File: config.mk
export PLATFORM = sky130hd
export DESIGN_NAME = demux1to4_stream
export DESIGN_NICKNAME = d
export VERILOG_FILES = /design/src/rtl/demux_pkg.sv /design/src/rtl/demux_slot.sv /design/src/rtl/demux1to4_stream.sv
export SDC_FILE = /design/constraint.sdc
export NUM_CORES = 1
export LEC_CHECK = 0
export BUFFER_PORTS_ARGS = -buffer_cell sky130_fd_sc_hd__buf_2
export CAP_MARGIN = 5
export CORE_MARGIN = 2
export CORE_UTILIZATION = 47
export DETAILED_ROUTE_END_ITERATION = 12
export GPL_TIMING_DRIVEN = 0
export PLACE_DENSITY_LB_ADDON = 0.1
export SETUP_SLACK_MARGIN = 0.2
export SYNTH_ARGS = -nofsm -noshare
export SYNTH_HDL_FRONTEND = slang
export SYNTH_SLANG_ARGS = --single-unit
File: constraint.sdc
create_clock -name clk -period 1.57 [get_ports clk]
set_clock_uncertainty 0.05 [all_clocks]
set_input_delay 0.2355 -clock clk [delete_from_list [all_inputs] [get_ports clk]]
set_output_delay 0.2355 -clock clk [all_outputs]
set_load 0.1 [all_outputs]
File: src/rtl/demux_pkg.sv
// Shared types and constants for the 1-to-4 stream demultiplexer.
package demux_pkg;

  localparam int SEL_W = 2;
  localparam int NOUT  = 4;
  localparam int CNT_W = 16;
  localparam logic [CNT_W-1:0] CNT_MAX = '1;

  typedef logic [SEL_W-1:0] sel_t;

  typedef enum logic {
    SLOT_EMPTY = 1'b0,
    SLOT_FULL  = 1'b1
  } slot_state_t;

endpackage

File: src/rtl/demux_slot.sv
// One-entry output holding register with the EMPTY/FULL slot FSM.
module demux_slot
  import demux_pkg::*;
#(
  parameter int WIDTH = 8
) (
  input  logic             clk,
  input  logic             rst_n,
  input  logic             load_i,
  input  logic [WIDTH-1:0] data_i,
  input  logic             ready_i,
  output logic             valid_o,
  output logic [WIDTH-1:0] data_o,
  output logic             can_accept_o
);

  slot_state_t      state_q;
  logic [WIDTH-1:0] data_q;

  always_ff @(posedge clk or negedge rst_n) begin
    if (!rst_n) begin
      state_q <= SLOT_EMPTY;
      data_q  <= '0;
    end else begin
      case (state_q)
        SLOT_EMPTY: if (load_i) state_q <= SLOT_FULL;
        SLOT_FULL:  if (ready_i && !load_i) state_q <= SLOT_EMPTY;
        default:    state_q <= SLOT_EMPTY;
      endcase
      if (load_i) data_q <= data_i;
    end
  end

  assign valid_o      = (state_q == SLOT_FULL);
  assign data_o       = data_q;
  // A full slot can still take a beat in the cycle it drains.
  assign can_accept_o = !valid_o || ready_i;

`ifndef SYNTHESIS
  a_hold_stable : assert property (@(posedge clk) disable iff (!rst_n)
    (valid_o && !ready_i) |=> (valid_o && $stable(data_o)));
`endif

endmodule

File: src/rtl/demux1to4_stream.sv
// Registered 1-to-4 valid/ready demultiplexer with per-output holding slots.
// Optional drained-beat counters are enabled with DEMUX1TO4_STREAM_CNT_EN.
module demux1to4_stream
  import demux_pkg::*;
#(
  parameter int WIDTH = 8
) (
  input  logic                  clk,
  input  logic                  rst_n,
  input  logic                  in_valid,
  output logic                  in_ready,
  input  logic [WIDTH-1:0]      in_data,
  input  logic [SEL_W-1:0]      in_sel,
  output logic [NOUT-1:0]       out_valid,
  input  logic [NOUT-1:0]       out_ready,
  output logic [NOUT*WIDTH-1:0] out_data
`ifdef DEMUX1TO4_STREAM_CNT_EN
  ,
  output logic [NOUT*CNT_W-1:0] beat_cnt
`endif
);

  logic [NOUT-1:0] can_accept;
  logic [NOUT-1:0] load;
  sel_t            sel;

  assign sel = in_sel;
  // Depends only on the selected slot, never on in_valid.
  assign in_ready = can_accept[sel];

  for (genvar i = 0; i < NOUT; i++) begin : g_slot
    assign load[i] = in_valid && in_ready && (sel == sel_t'(i));

    demux_slot #(
      .WIDTH(WIDTH)
    ) u_slot (
      .clk         (clk),
      .rst_n       (rst_n),
      .load_i      (load[i]),
      .data_i      (in_data),
      .ready_i     (out_ready[i]),
      .valid_o     (out_valid[i]),
      .data_o      (out_data[i*WIDTH +: WIDTH]),
      .can_accept_o(can_accept[i])
    );
  end

`ifdef DEMUX1TO4_STREAM_CNT_EN
  logic [NOUT-1:0]            drain;
  logic [NOUT-1:0][CNT_W-1:0] cnt_q;
  logic [NOUT-1:0][CNT_W-1:0] cnt_d;

  assign drain = out_valid & out_ready;

  always_comb begin
    cnt_d = cnt_q;
    for (int i = 0; i < NOUT; i++) begin
      if (drain[i] && (cnt_q[i] != CNT_MAX)) cnt_d[i] = cnt_q[i] + CNT_W'(1);
    end
  end

  always_ff @(posedge clk or negedge rst_n) begin
    if (!rst_n) cnt_q <= '0;
    else        cnt_q <= cnt_d;
  end

  assign beat_cnt = cnt_q;
`else
  // Without counters the drain handshake is consumed entirely by the slots.
`endif

`ifndef SYNTHESIS
  a_producer_hold : assert property (@(posedge clk) disable iff (!rst_n)
    (in_valid && !in_ready) |=> (!in_valid || ($stable(in_data) && $stable(in_sel))));
`endif

endmodule
==> flow_summary.json <==
{
  "outcome": "finished, violations left",
  "violations": "negative setup slack",
  "ios": 54,
  "worst_skew_pair.late_latency_ns": 0.33,
  "cts_tree": "built",
  "track_usage_pct": 19.4,
  "hold_path.class": "in -> reg",
  "crit_required_ns": 1.28,
  "clock-sinks": 36,
  "ys_ff_latch": 36,
  "synth_area_leaders": "dfrtp_1, mux2_2, buf_4, nand2b_1, mux4_2",
  "synth_cell_types": 13,
  "avgViaCountPerCell": 5.10,
  "rsz0062_at_grt": "yes",
  "dpl_cell_area_sq_um": 1730,
  "p_clk_share_pct": 13.8,
  "worst-slew-pin-transition_ns": 0.776,
  "drive_gt1_share_pct": 67.9,
  "syn_area_per_cell_sq_um": 15.7,
  "drtPass1Iterations": 4,
  "worst_setup_path_start_kind": "flop",
  "cts.path.max_buffers": 2,
  "start_util_pct": 50.4,
  "buffer_ports.inserted": 53,
  "die-area_sq_um": 3490,
  "syn-num-nets": 108,
  "synth.yosys.seq_area_share_pct": 63.2,
  "antenna_left": 0,
  "use_met1_pct": 23.7,
  "hold_violations": 0,
  "timing.hold.ws_ns": 0.121,
  "grt-busiest-layer": "met2",
  "use_met2_pct": 31.7,
  "synth.largest_area_cell": "dfrtp_1",
  "overflow": 0,
  "h-tree-depth": 2,
  "ys.warnings.count": 0,
  "fin_setup_tns_ns": -0.211,
  "drc_errors": 0,
  "wire_per_inst_um": 16.1,
  "crit_type": "reg -> out",
  "die_y_um": 59.1,
  "vias": 954,
  "num_antenna_cells": 0,
  "final_nets": 172,
  "period_share_pct": 113,
  "routed_wl_um": 3020,
  "relSlewSlack_pct": 48.3,
  "finalSetupViolations": 1,
  "finalInstanceArea_sq_um": 2010,
  "p_int_w": 0.00177,
  "fp.coreArea_sq_um": 2830,
  "area.growth.synth_to_final_pct": 40.6,
  "drv_slew": 0,
  "place_hpwl_um": 1970,
  "p_leak_nw": 0.990,
  "synth_top_area_share_pct": 63.2,
  "synth_area_sq_um": 1430,
  "pwr-share-seq_pct": 32.1,
  "numCtsBuffers": 5,
  "syn_inst": 91,
  "combPwrFrac_pct": 54.1,
  "endpoint_kind": "output port",
  "grtUsageMet3_pct": 6.33,
  "setup_ws_ns": -0.211,
  "gp_congestion": 0.730,
  "grt_pass1_vias": 1019,
  "p_sw_share_pct": 52.8,
  "powerDensity_nw_per_um2": 1870,
  "drv_cap": 0,
  "p_sw_w": 0.00198,
  "clkSlewWorstSetupHoldPaths_ns": 0.11,
  "grt_pass1_wl_um": 4890,
  "drt_iter0_markers": 17,
  "crit_fanout": 3,
  "grt_max_degree": 37,
  "die_w_um": 59.1,
  "fmax_mhz": 562,
  "ir_worst_vdd_mv": 1.24,
  "antenna_found_initial": 0,
  "cts_root_buf": "clkbuf_4",
  "min_period_ns": 1.78,
  "cp.arrival_ns": 1.50,
  "rows": 19
}
## Yosys cell counts, drive strengths merged
| cell type | number |
|---|---|
| and3 | 1 |
| mux2 | 32 |
| o21ai | 1 |
| nor3b | 1 |
| nand3b | 1 |
| nor2b | 2 |
| nand3 | 1 |
| buf | 6 |
| nand2 | 5 |
| nand2b | 4 |
| dfrtp | 36 |
| mux4 | 1 |
## per-stage QoR
| step | utilization [%] | power [W] | cells | setup WS [ns] |
|---|---|---|---|---|
| 2_1_floorplan | - | 0.00278 | 91 | 0.141 |
| 3_3_place_gp | 61.2 | 0.00305 | 175 | 0.00932 |
| 3_5_place_dp | 61.2 | 0.00308 | 175 | -0.0262 |
| 4_1_cts | 69.8 | 0.00377 | 186 | -0.237 |
| 5_1_grt | 70.9 | 0.00389 | 187 | -0.260 |
| 6_report | 70.9 | 0.00376 | 187 | -0.211 |
## flip-flops by register name, indices dropped and copies added (netlist names)
name / count
g_slot.u_slot.data_o: 32
g_slot.u_slot.valid_o: 4
## logic make-up (layout without fill, tap and decap cells)
| group | count (synthesis) | in the layout | share of synthesized area, % |
|---|---|---|---|
| DFF | 36 | 36 | 63.2 |
| muxes | 33 | 33 | 26.8 |
| and+or+nand+nor | 15 | 15 | 6.84 |
| buffers and inverters | 6 | 71 | 2.81 |
| AOI/OAI and AO/OA | 1 | 1 | 0.351 |
## worst max-delay path, cell delays in order (launching register included)
cell      delay [ns]
dfrtp_1         0.37
nand2b_1        0.09
mux4_2          0.50
buf_8           0.19
## path summary, 6_finish.rpt
| path | from | endpoint | slack (ns) | cells past startpoint |
|---|---|---|---|---|
| max | g_slot[3].u_slot.valid_o$_DFF_PN0_ | in_ready | -0.21 | 3 |
| min | in_data[5] | g_slot[1].u_slot.data_o[5]$_DFFE_PN0P_ | 0.12 | 2 |
| max reg2reg | g_slot[1].u_slot.valid_o$_DFF_PN0_ | g_slot[1].u_slot.data_o[3]$_DFFE_PN0P_ | 0.17 | 4 |
| min reg2reg | g_slot[0].u_slot.data_o[2]$_DFFE_PN0P_ | g_slot[0].u_slot.data_o[2]$_DFFE_PN0P_ | 0.46 | 1 |
| max in group asynchronous | rst_n | g_slot[1].u_slot.data_o[2]$_DFFE_PN0P_ | 0.53 | 2 |
| min in group asynchronous | rst_n | g_slot[3].u_slot.data_o[7]$_DFFE_PN0P_ | 0.45 | 2 |
## routing by layer
layer  vias to the layer above  wire length, um  share of wire [%]
li1                        441                -                  -
met1                       473             1240                 41
met4                         0               34                1.1
met3                         5              181                6.0
met5                         -                0                  0
met2                        35             1570                 52
## placed cells by master, fill, tap and decap left out
cell type	instances
clkbuf_4	5
nand3_1	1
buf_2	16
mux2_2	24
buf_8	1
nand3b_2	1
mux4_2	1
and3_1	1
nor3b_4	1
o21ai_0	1
buf_6	7
dlygate4sd3_1	1
nand2_1	5
buf_4	37
mux2_4	8
buf_12	1
clkinv_2	2
clkbuf_8	1
nor2b_1	1
nor2b_4	1
dfrtp_1	36
nand2b_1	4
## timing repair
item | CTS | global route
pin swaps | 1 | 0
endpoints found under the hold margin | 36 | 0
endpoints found under the setup margin | 61 | 26
hold buffers | 1 | 0
cloned | 0 | 0
setup buffers | 2 | 1
gates resized for setup | 55 | 6
## cell type report
| cell class | count | area [sq um] |
|---|---|---|
| Buffer | 6 | 52.6 |
| Clock buffer | 6 | 51.3 |
| Clock inverter | 2 | 10.0 |
| Fill cell | 215 | 823 |
| Multi-Input combinational cell | 49 | 523 |
| Sequential cell | 36 | 901 |
| Tap cell | 31 | 38.8 |
| Timing Repair Buffer | 57 | 429 |
## power by group through the flow
| stage | Clock [W] | Combinational (W) | Sequential [W] |
|---|---|---|---|
| finish | 0.000520 | 0.00203 | 0.00120 |
| global route | 0.000569 | 0.00209 | 0.00123 |
| CTS | 0.000538 | 0.00203 | 0.00120 |
| detailed placement | 0 | 0.00187 | 0.00121 |
| global placement | 0 | 0.00185 | 0.00120 |
| floorplan | 0 | 0.000281 | 0.00250 |
Note: power is estimated with default switching activity, not from simulation.
